`src/rtl/frame_parser_pkg.sv`:
```
// rtl/frame_parser_pkg.sv - state encoding and default patterns for the frame parser
package frame_parser_pkg;

    typedef enum logic [1:0] {HUNT, CHAN, BODY, DONE} fp_state_t;

    localparam logic [15:0] HDR_PAT_D  = 16'hE0E0;
    localparam logic [15:0] TAIL_PAT_D = 16'h0E0E;
    localparam logic [15:0] CRC_POLY_D = 16'h1021;

endpackage

```
`src/rtl/crc_word_step.sv`:
```
// rtl/crc_word_step.sv - one word of MSB-first CRC-16 update, purely combinational
module crc_word_step #(
    parameter int W = 16
) (
    input  logic [15:0]  crc,
    input  logic [W-1:0] word,
    input  logic [15:0]  poly,
    output logic [15:0]  next_crc
);

    always_comb begin
        next_crc = crc;
        for (int i = W - 1; i >= 0; i--) begin
            if (next_crc[15] ^ word[i]) next_crc = {next_crc[14:0], 1'b0} ^ poly;
            else                        next_crc = {next_crc[14:0], 1'b0};
        end
    end

endmodule

```
`src/rtl/frame_parser_mc.sv`:
```
// rtl/frame_parser_mc.sv - HDR HDR CH payload CRC TAIL TAIL parser with held result and error pulses
// Optional FRAME_PARSER_MC_STATS_EN adds good/error frame counters.
module frame_parser_mc
    import frame_parser_pkg::*;
#(
    parameter int          W         = 16,
    parameter int          MAX_WORDS = 8,
    parameter int          NUM_CH    = 16,
    parameter int          CH_W      = 8,
    parameter logic [W-1:0] HDR_PAT  = HDR_PAT_D,
    parameter logic [W-1:0] TAIL_PAT = TAIL_PAT_D,
    parameter logic [15:0] CRC_POLY  = CRC_POLY_D
) (
    input  logic                           clk_in,
    input  logic                           rst,
    input  logic [W-1:0]                   data_in,
    input  logic                           data_valid,
    output logic [MAX_WORDS*W-1:0]         out_data,
    output logic [CH_W-1:0]                out_ch,
    output logic [$clog2(MAX_WORDS+1)-1:0] out_len,
    output logic                           out_valid,
    input  logic                           out_ready,
    output logic                           crc_err,
    output logic                           len_err,
    output logic                           ch_err,
`ifdef FRAME_PARSER_MC_STATS_EN
    output logic [15:0]                    frame_ok_cnt,
    output logic [15:0]                    frame_err_cnt,
`endif
    output logic                           ovf_err
);

    localparam int PW = MAX_WORDS * W;
    localparam int LW = $clog2(MAX_WORDS + 1);
    localparam logic [LW-1:0] MAX_L = LW'(MAX_WORDS);

    fp_state_t         state;
    logic              hdr_seen;
    logic [2:0][W-1:0] dl;
    logic [1:0]        fill;
    logic [15:0]       crc_q;
    logic [LW-1:0]     cnt_q;
    logic [PW-1:0]     pay_q;
    logic [CH_W-1:0]   ch_q;

    logic [15:0]   crc_step, crc_nx;
    logic [LW-1:0] cnt_nx;
    logic [PW-1:0] pay_nx, pay_word;
    logic body_acc, leave, over, tail_hit, ch_bad;
    logic ev_tail, ev_len, ev_ch, ev_crc, ev_good, ev_ovf, ev_load;

    // The oldest delay-line word is the one that becomes payload; align it to the MSB end.
    assign pay_word = {dl[2], {(PW-W){1'b0}}};

    crc_word_step #(.W(W)) u_crc_step (
        .crc      (crc_q),
        .word     (dl[2]),
        .poly     (CRC_POLY),
        .next_crc (crc_step)
    );

    always_comb begin
        body_acc = (state == BODY) && data_valid;
        leave    = body_acc && (fill == 2'd3);
        over     = leave && (cnt_q == MAX_L);
        crc_nx   = crc_q;
        cnt_nx   = cnt_q;
        pay_nx   = pay_q;
        if (leave && !over) begin
            crc_nx = crc_step;
            cnt_nx = cnt_q + LW'(1);
            pay_nx = pay_q | (pay_word >> (W * int'(cnt_q)));
        end
        tail_hit = (data_in == TAIL_PAT) && (fill != 2'd0) && (dl[0] == TAIL_PAT);
        ch_bad   = 32'(ch_q) >= NUM_CH;
        // Overflow on the tail edge itself still counts as a length error, not a tail.
        ev_tail  = body_acc && tail_hit && !over;
        ev_len   = (body_acc && over) || (ev_tail && cnt_nx == '0);
        ev_ch    = ev_tail && (cnt_nx != '0) && ch_bad;
        ev_crc   = ev_tail && (cnt_nx != '0) && !ch_bad && (crc_nx != 16'(dl[1]));
        ev_good  = ev_tail && (cnt_nx != '0) && !ch_bad && (crc_nx == 16'(dl[1]));
        ev_ovf   = ev_good && out_valid && !out_ready;
        ev_load  = ev_good && !(out_valid && !out_ready);
    end

    always_ff @(posedge clk_in) begin
        if (rst) begin
            state     <= HUNT;
            hdr_seen  <= 1'b0;
            dl        <= '0;
            fill      <= 2'd0;
            crc_q     <= '0;
            cnt_q     <= '0;
            pay_q     <= '0;
            ch_q      <= '0;
            out_data  <= '0;
            out_ch    <= '0;
            out_len   <= '0;
            out_valid <= 1'b0;
            crc_err   <= 1'b0;
            len_err   <= 1'b0;
            ch_err    <= 1'b0;
            ovf_err   <= 1'b0;
        end else begin
            crc_err <= ev_crc;
            len_err <= ev_len;
            ch_err  <= ev_ch;
            ovf_err <= ev_ovf;
            if (ev_load) begin
                out_valid <= 1'b1;
                out_data  <= pay_nx;
                out_ch    <= ch_q;
                out_len   <= cnt_nx;
            end else if (out_valid && out_ready) begin
                out_valid <= 1'b0;
            end
            case (state)
                HUNT: if (data_valid) begin
                    if (hdr_seen && data_in == HDR_PAT) begin
                        state    <= CHAN;
                        hdr_seen <= 1'b0;
                    end else begin
                        hdr_seen <= (data_in == HDR_PAT);
                    end
                end
                CHAN: if (data_valid) begin
                    ch_q  <= data_in[CH_W-1:0];
                    state <= BODY;
                    fill  <= 2'd0;
                    crc_q <= '0;
                    cnt_q <= '0;
                    pay_q <= '0;
                end
                BODY: if (data_valid) begin
                    dl    <= {dl[1], dl[0], data_in};
                    fill  <= (fill == 2'd3) ? fill : fill + 2'd1;
                    crc_q <= crc_nx;
                    cnt_q <= cnt_nx;
                    pay_q <= pay_nx;
                    if (over)          state <= HUNT;
                    else if (tail_hit) state <= DONE;
                end
                default: state <= HUNT;
            endcase
        end
    end

`ifdef FRAME_PARSER_MC_STATS_EN
    always_ff @(posedge clk_in) begin
        if (rst) begin
            frame_ok_cnt  <= '0;
            frame_err_cnt <= '0;
        end else begin
            if (ev_load) frame_ok_cnt <= frame_ok_cnt + 16'd1;
            if (ev_len | ev_ch | ev_crc | ev_ovf) frame_err_cnt <= frame_err_cnt + 16'd1;
        end
    end
`endif

endmodule

```
`config.mk`:
```
export PLATFORM = sky130hd
export DESIGN_NAME = frame_parser_mc
export DESIGN_NICKNAME = d
export VERILOG_FILES = /design/src/rtl/frame_parser_pkg.sv /design/src/rtl/crc_word_step.sv /design/src/rtl/frame_parser_mc.sv
export SDC_FILE = /design/constraint.sdc
export NUM_CORES = 1
export LEC_CHECK = 0
export ABC_AREA = 1
export BUFFER_PORTS_ARGS = -buffer_cell sky130_fd_sc_hd__buf_2
export CAP_MARGIN = 20
export CORE_MARGIN = 1.5
export CORE_UTILIZATION = 60
export CTS_CLUSTER_DIAMETER = 50
export DETAILED_ROUTE_END_ITERATION = 16
export GPL_TIMING_DRIVEN = 0
export PLACE_DENSITY = 0.88
export SYNTH_ARGS = -nofsm -noshare
export SYNTH_HDL_FRONTEND = slang
export SYNTH_SLANG_ARGS = --single-unit
export TNS_END_PERCENT = 1
```
`constraint.sdc`:
```
create_clock -name clk_in -period 6.1 [get_ports clk_in]
set_input_delay 0.305 -clock clk_in [delete_from_list [all_inputs] [get_ports clk_in]]
set_output_delay 0.305 -clock clk_in [all_outputs]
set_load 0.005 [all_outputs]
```
==> results.sh <==
export IMPL_nFillCells=2159
export IMPL_ys_warn_count=0
export IMPL_grt_ovfl_total=0
export IMPL_min_path_type="input port to flip-flop"
export IMPL_antenna_cells=0
export IMPL_cts_hold_buf=0
export IMPL_core_area_mm2=0.02703
export IMPL_finalWirelength_um=50350
export IMPL_fp_row_count=60
export IMPL_post_route_period_util_pct=71.73
export IMPL_drt_iter0_markers=1879
export IMPL_p_sw_share_pct=22.68
export IMPL_dieHeight_um=169.1
export IMPL_boundaryPins=165
export IMPL_crit_path_max_fanout=10
export IMPL_synthFlopType="dfxtp_1"
export IMPL_grt_setup_unrepaired="no"
export IMPL_cts_buffer_depth=3
export IMPL_avgViaCountPerCell=5.717
export IMPL_total_power_mw=4.706
export IMPL_reg2reg_depth=19
export IMPL_finalMaxSlewViolations=0
export IMPL_async_flop_share_pct=0
export IMPL_setup_tns_ps=0
export IMPL_mappedNetlistArea_mm2=0.01655
export IMPL_pwr_share_clk_pct=48.9
export IMPL_r2r_start="cnt_q[0]"
export IMPL_p_int_mw=3.639
export IMPL_crit_path_end_kind="flip-flop"
export IMPL_numCtsBuffers=39
export IMPL_crit_path_start_kind="flip-flop"
export IMPL_clock_latency_ps=550
export IMPL_slowest_delay_ps=400
export IMPL_start_util_pct=61.23
export IMPL_place_gp_congestion=0.9480
export IMPL_path_cells="clkbuf_1, clkinv_1, buf_1, ha_1, nand3_1, nand2_4, clkinv_4, buf_4, nand3_1, nand3_1, nand2_1, nor2_1, nand2_1, nor2_4, buf_2, buf_2, nand4_1, nand2_1, nor2_1"
export IMPL_wire_per_inst_um=16.97
export IMPL_skew_ps=24.73
export IMPL_crit_arrival_ps=4800
export IMPL_final_cell_mix="nand2_1, dfxtp_1, inv_1"
export IMPL_gr_usage_all_layers_pct=34.37
export IMPL_cts_setup_buffers=0
export IMPL_port_buffers=164
export IMPL_finalSetupViolCount=0
export IMPL_seqPwrFrac_pct=49.1
export IMPL_p_leak_nw=8.086
export IMPL_clk_pin_slew_ps=60
export IMPL_period_minus_slack_ps=4376
export IMPL_crit_slowest_cell="buf_2"
export IMPL_hp_start="data_in[11]"
export IMPL_synth_nets=2417
export IMPL_ys_seq_elements=354
export IMPL_hold_path_end="dl[11]"
export IMPL_cts_root_buf="clkbuf_16"
export IMPL_p_per_area_mw_per_mm2=247.1
export IMPL_drive_gt1_share_pct=14.02
export IMPL_seq_area_frac_synth_pct=42.82
export IMPL_grt_start_max_net_pins=15
export IMPL_synth_cell_types=35
export IMPL_hpwl_um=35630
export IMPL_tightest_slew_ps=950.5
export IMPL_dieArea_mm2=0.02859
export IMPL_grt_pass1_vias=15420
export IMPL_place_ws_ps=2027
export IMPL_setup_slack_ps=1724
export IMPL_syn_inst=2393
export IMPL_grt_pass1_wl_um=78580
export IMPL_layout_commonest_cell="nand2_1"
export IMPL_nets=2623
export IMPL_r2r_setup_slack_ps=1720
export IMPL_status="completed"
export IMPL_vias=16960
export IMPL_first_pass_iters=7
export IMPL_cp_data_required_time_ps=6520
export IMPL_hold_viol=0
export IMPL_drv_cap=0
export IMPL_synth_avg_cell_area_um2=6.915
export IMPL_finalInstanceArea_mm2=0.01905
export IMPL_timing_fmax_mhz=228.5
export IMPL_tritoncts="built"
export IMPL_comb_power_share_pct=2.0
export IMPL_fp_dieW_um=169.1
export IMPL_p_switching_mw=1.067
export IMPL_ant_nets=0
export IMPL_syn2layout_area_growth_pct=15.11
export IMPL_drc_errors=0
export IMPL_ctsResizeCount=0
export IMPL_whs_path_depth=3
export IMPL_path_class="flip-flop to flip-flop"
export IMPL_antenna_found_initial=0
export IMPL_peakVddDrop_mv=0.2173
export IMPL_r2r_end="out_data[56]"
export IMPL_synth_edf_count=0
export IMPL_relSlewSlack_pct=36.29
export IMPL_place_area_mm2=0.01781
export IMPL_htree_levels=2
export IMPL_cts_sinks=354
==> power by group through the flow <==
stage | Combinational, mW | Clock (mW) | Sequential [mW]
after floorplan | 0.0535 | 0 | 2.36
after global placement | 0.0882 | 0 | 2.36
after detailed placement | 0.0895 | 0 | 2.36
after CTS | 0.0904 | 2.30 | 2.31
after global routing | 0.101 | 2.39 | 2.31
final | 0.0937 | 2.30 | 2.31
==> layer usage <==
layer  GRT usage (%)  routed length (um)
met1           44.94               20340
met2           55.05               22190
met3           7.295                5591
met4           14.85                2228
met5               0                   0
==> critical path: cells and delay by family (launching register included) <==
family / cells / cell delay, ps
adders and majority gates: 1 / 300
DFF: 1 / 340
and+or+nand+nor: 11 / 1570
buffers and inverters: 7 / 2040
==> Yosys cell counts, types with 2 or more instances <==
cell	instances	area share [%]
nand2_2	32	1.2
o21ai_1	3	0.091
o21ai_0	65	2.0
nand4_1	139	5.3
nand3_1	59	1.8
nor4_1	4	0.15
inv_1	312	7.1
nand2_1	569	13
nor2_4	4	0.27
dfxtp_1	354	43
ha_1	4	0.30
xor2_1	11	0.58
inv_2	40	0.91
a21oi_1	193	5.8
or2_2	2	0.076
a211oi_1	128	5.8
nor3_1	72	2.2
a31oi_1	2	0.076
nor2_1	205	4.6
xnor2_1	13	0.69
buf_1	19	0.43
clkinv_1	3	0.068
buf_6	12	0.82
buf_4	2	0.091
clkbuf_1	92	2.1
buf_2	43	1.3
o22ai_1	2	0.076
or2_1	2	0.076
==> metrics by stage <==
step	hold slack, ps	util, %	cells
6_report	30.61	70.48	2966
2_1_floorplan	439.9	-	2393
3_3_place_gp	439.9	65.85	2898
4_1_cts	29.49	70.48	2966
3_5_place_dp	462.0	65.89	2899
5_1_grt	58.21	70.48	2966
==> flip-flops by register name, indices dropped and copies added (netlist names), 2 cells and up <==
signal,cells
out_len,4
out_data,128
cnt_q,4
out_ch,8
state,2
pay_q,128
ch_q,8
crc_q,16
dl,48
fill,2
==> how the worst max path moves through the flow <==
stage | from | to | cells after the start | slack (ps)
4_1_cts | cnt_q[0] | out_data[56] | 18 | 1920
5_1_grt | cnt_q[1] | out_data[17] | 19 | 1580
6_report | cnt_q[0] | out_data[56] | 19 | 1720
3_5_place_dp | cnt_q[0] | out_data[53] | 19 | 2030
3_3_place_gp | cnt_q[0] | out_data[54] | 18 | 2080
2_1_floorplan | cnt_q[0] | out_data[110] | 18 | 3190
==> final cells by class <==
cell class / instances / area [um^2] / share of cell area [%]
Buffer: 168 / 782.0 / 4.105
Clock buffer: 48 / 1071 / 5.623
Clock inverter: 19 / 168.9 / 0.8868
Inverter: 356 / 1341 / 7.042
Multi-Input combinational cell: 1515 / 7343 / 38.55
Sequential cell: 354 / 7087 / 37.20
Tap cell: 341 / 426.7 / 2.240
Timing Repair Buffer: 165 / 828.3 / 4.348
==> kinds of logic (layout without fill, tap and decap cells) <==
group                    Yosys count  after routing  share of synthesized area [%]
AO/OA/AOI/OAI                    393            393                          13.85
buffers and inverters            524            756                          12.83
flip-flops                       354            354                          42.82
adder cells (fa/ha/maj)            4              4                         0.3024
AND/OR/NAND/NOR                 1094           1094                          28.92
XOR/XNOR                          24             24                          1.270
No activity file was read; power rests on OpenSTA's default activity.
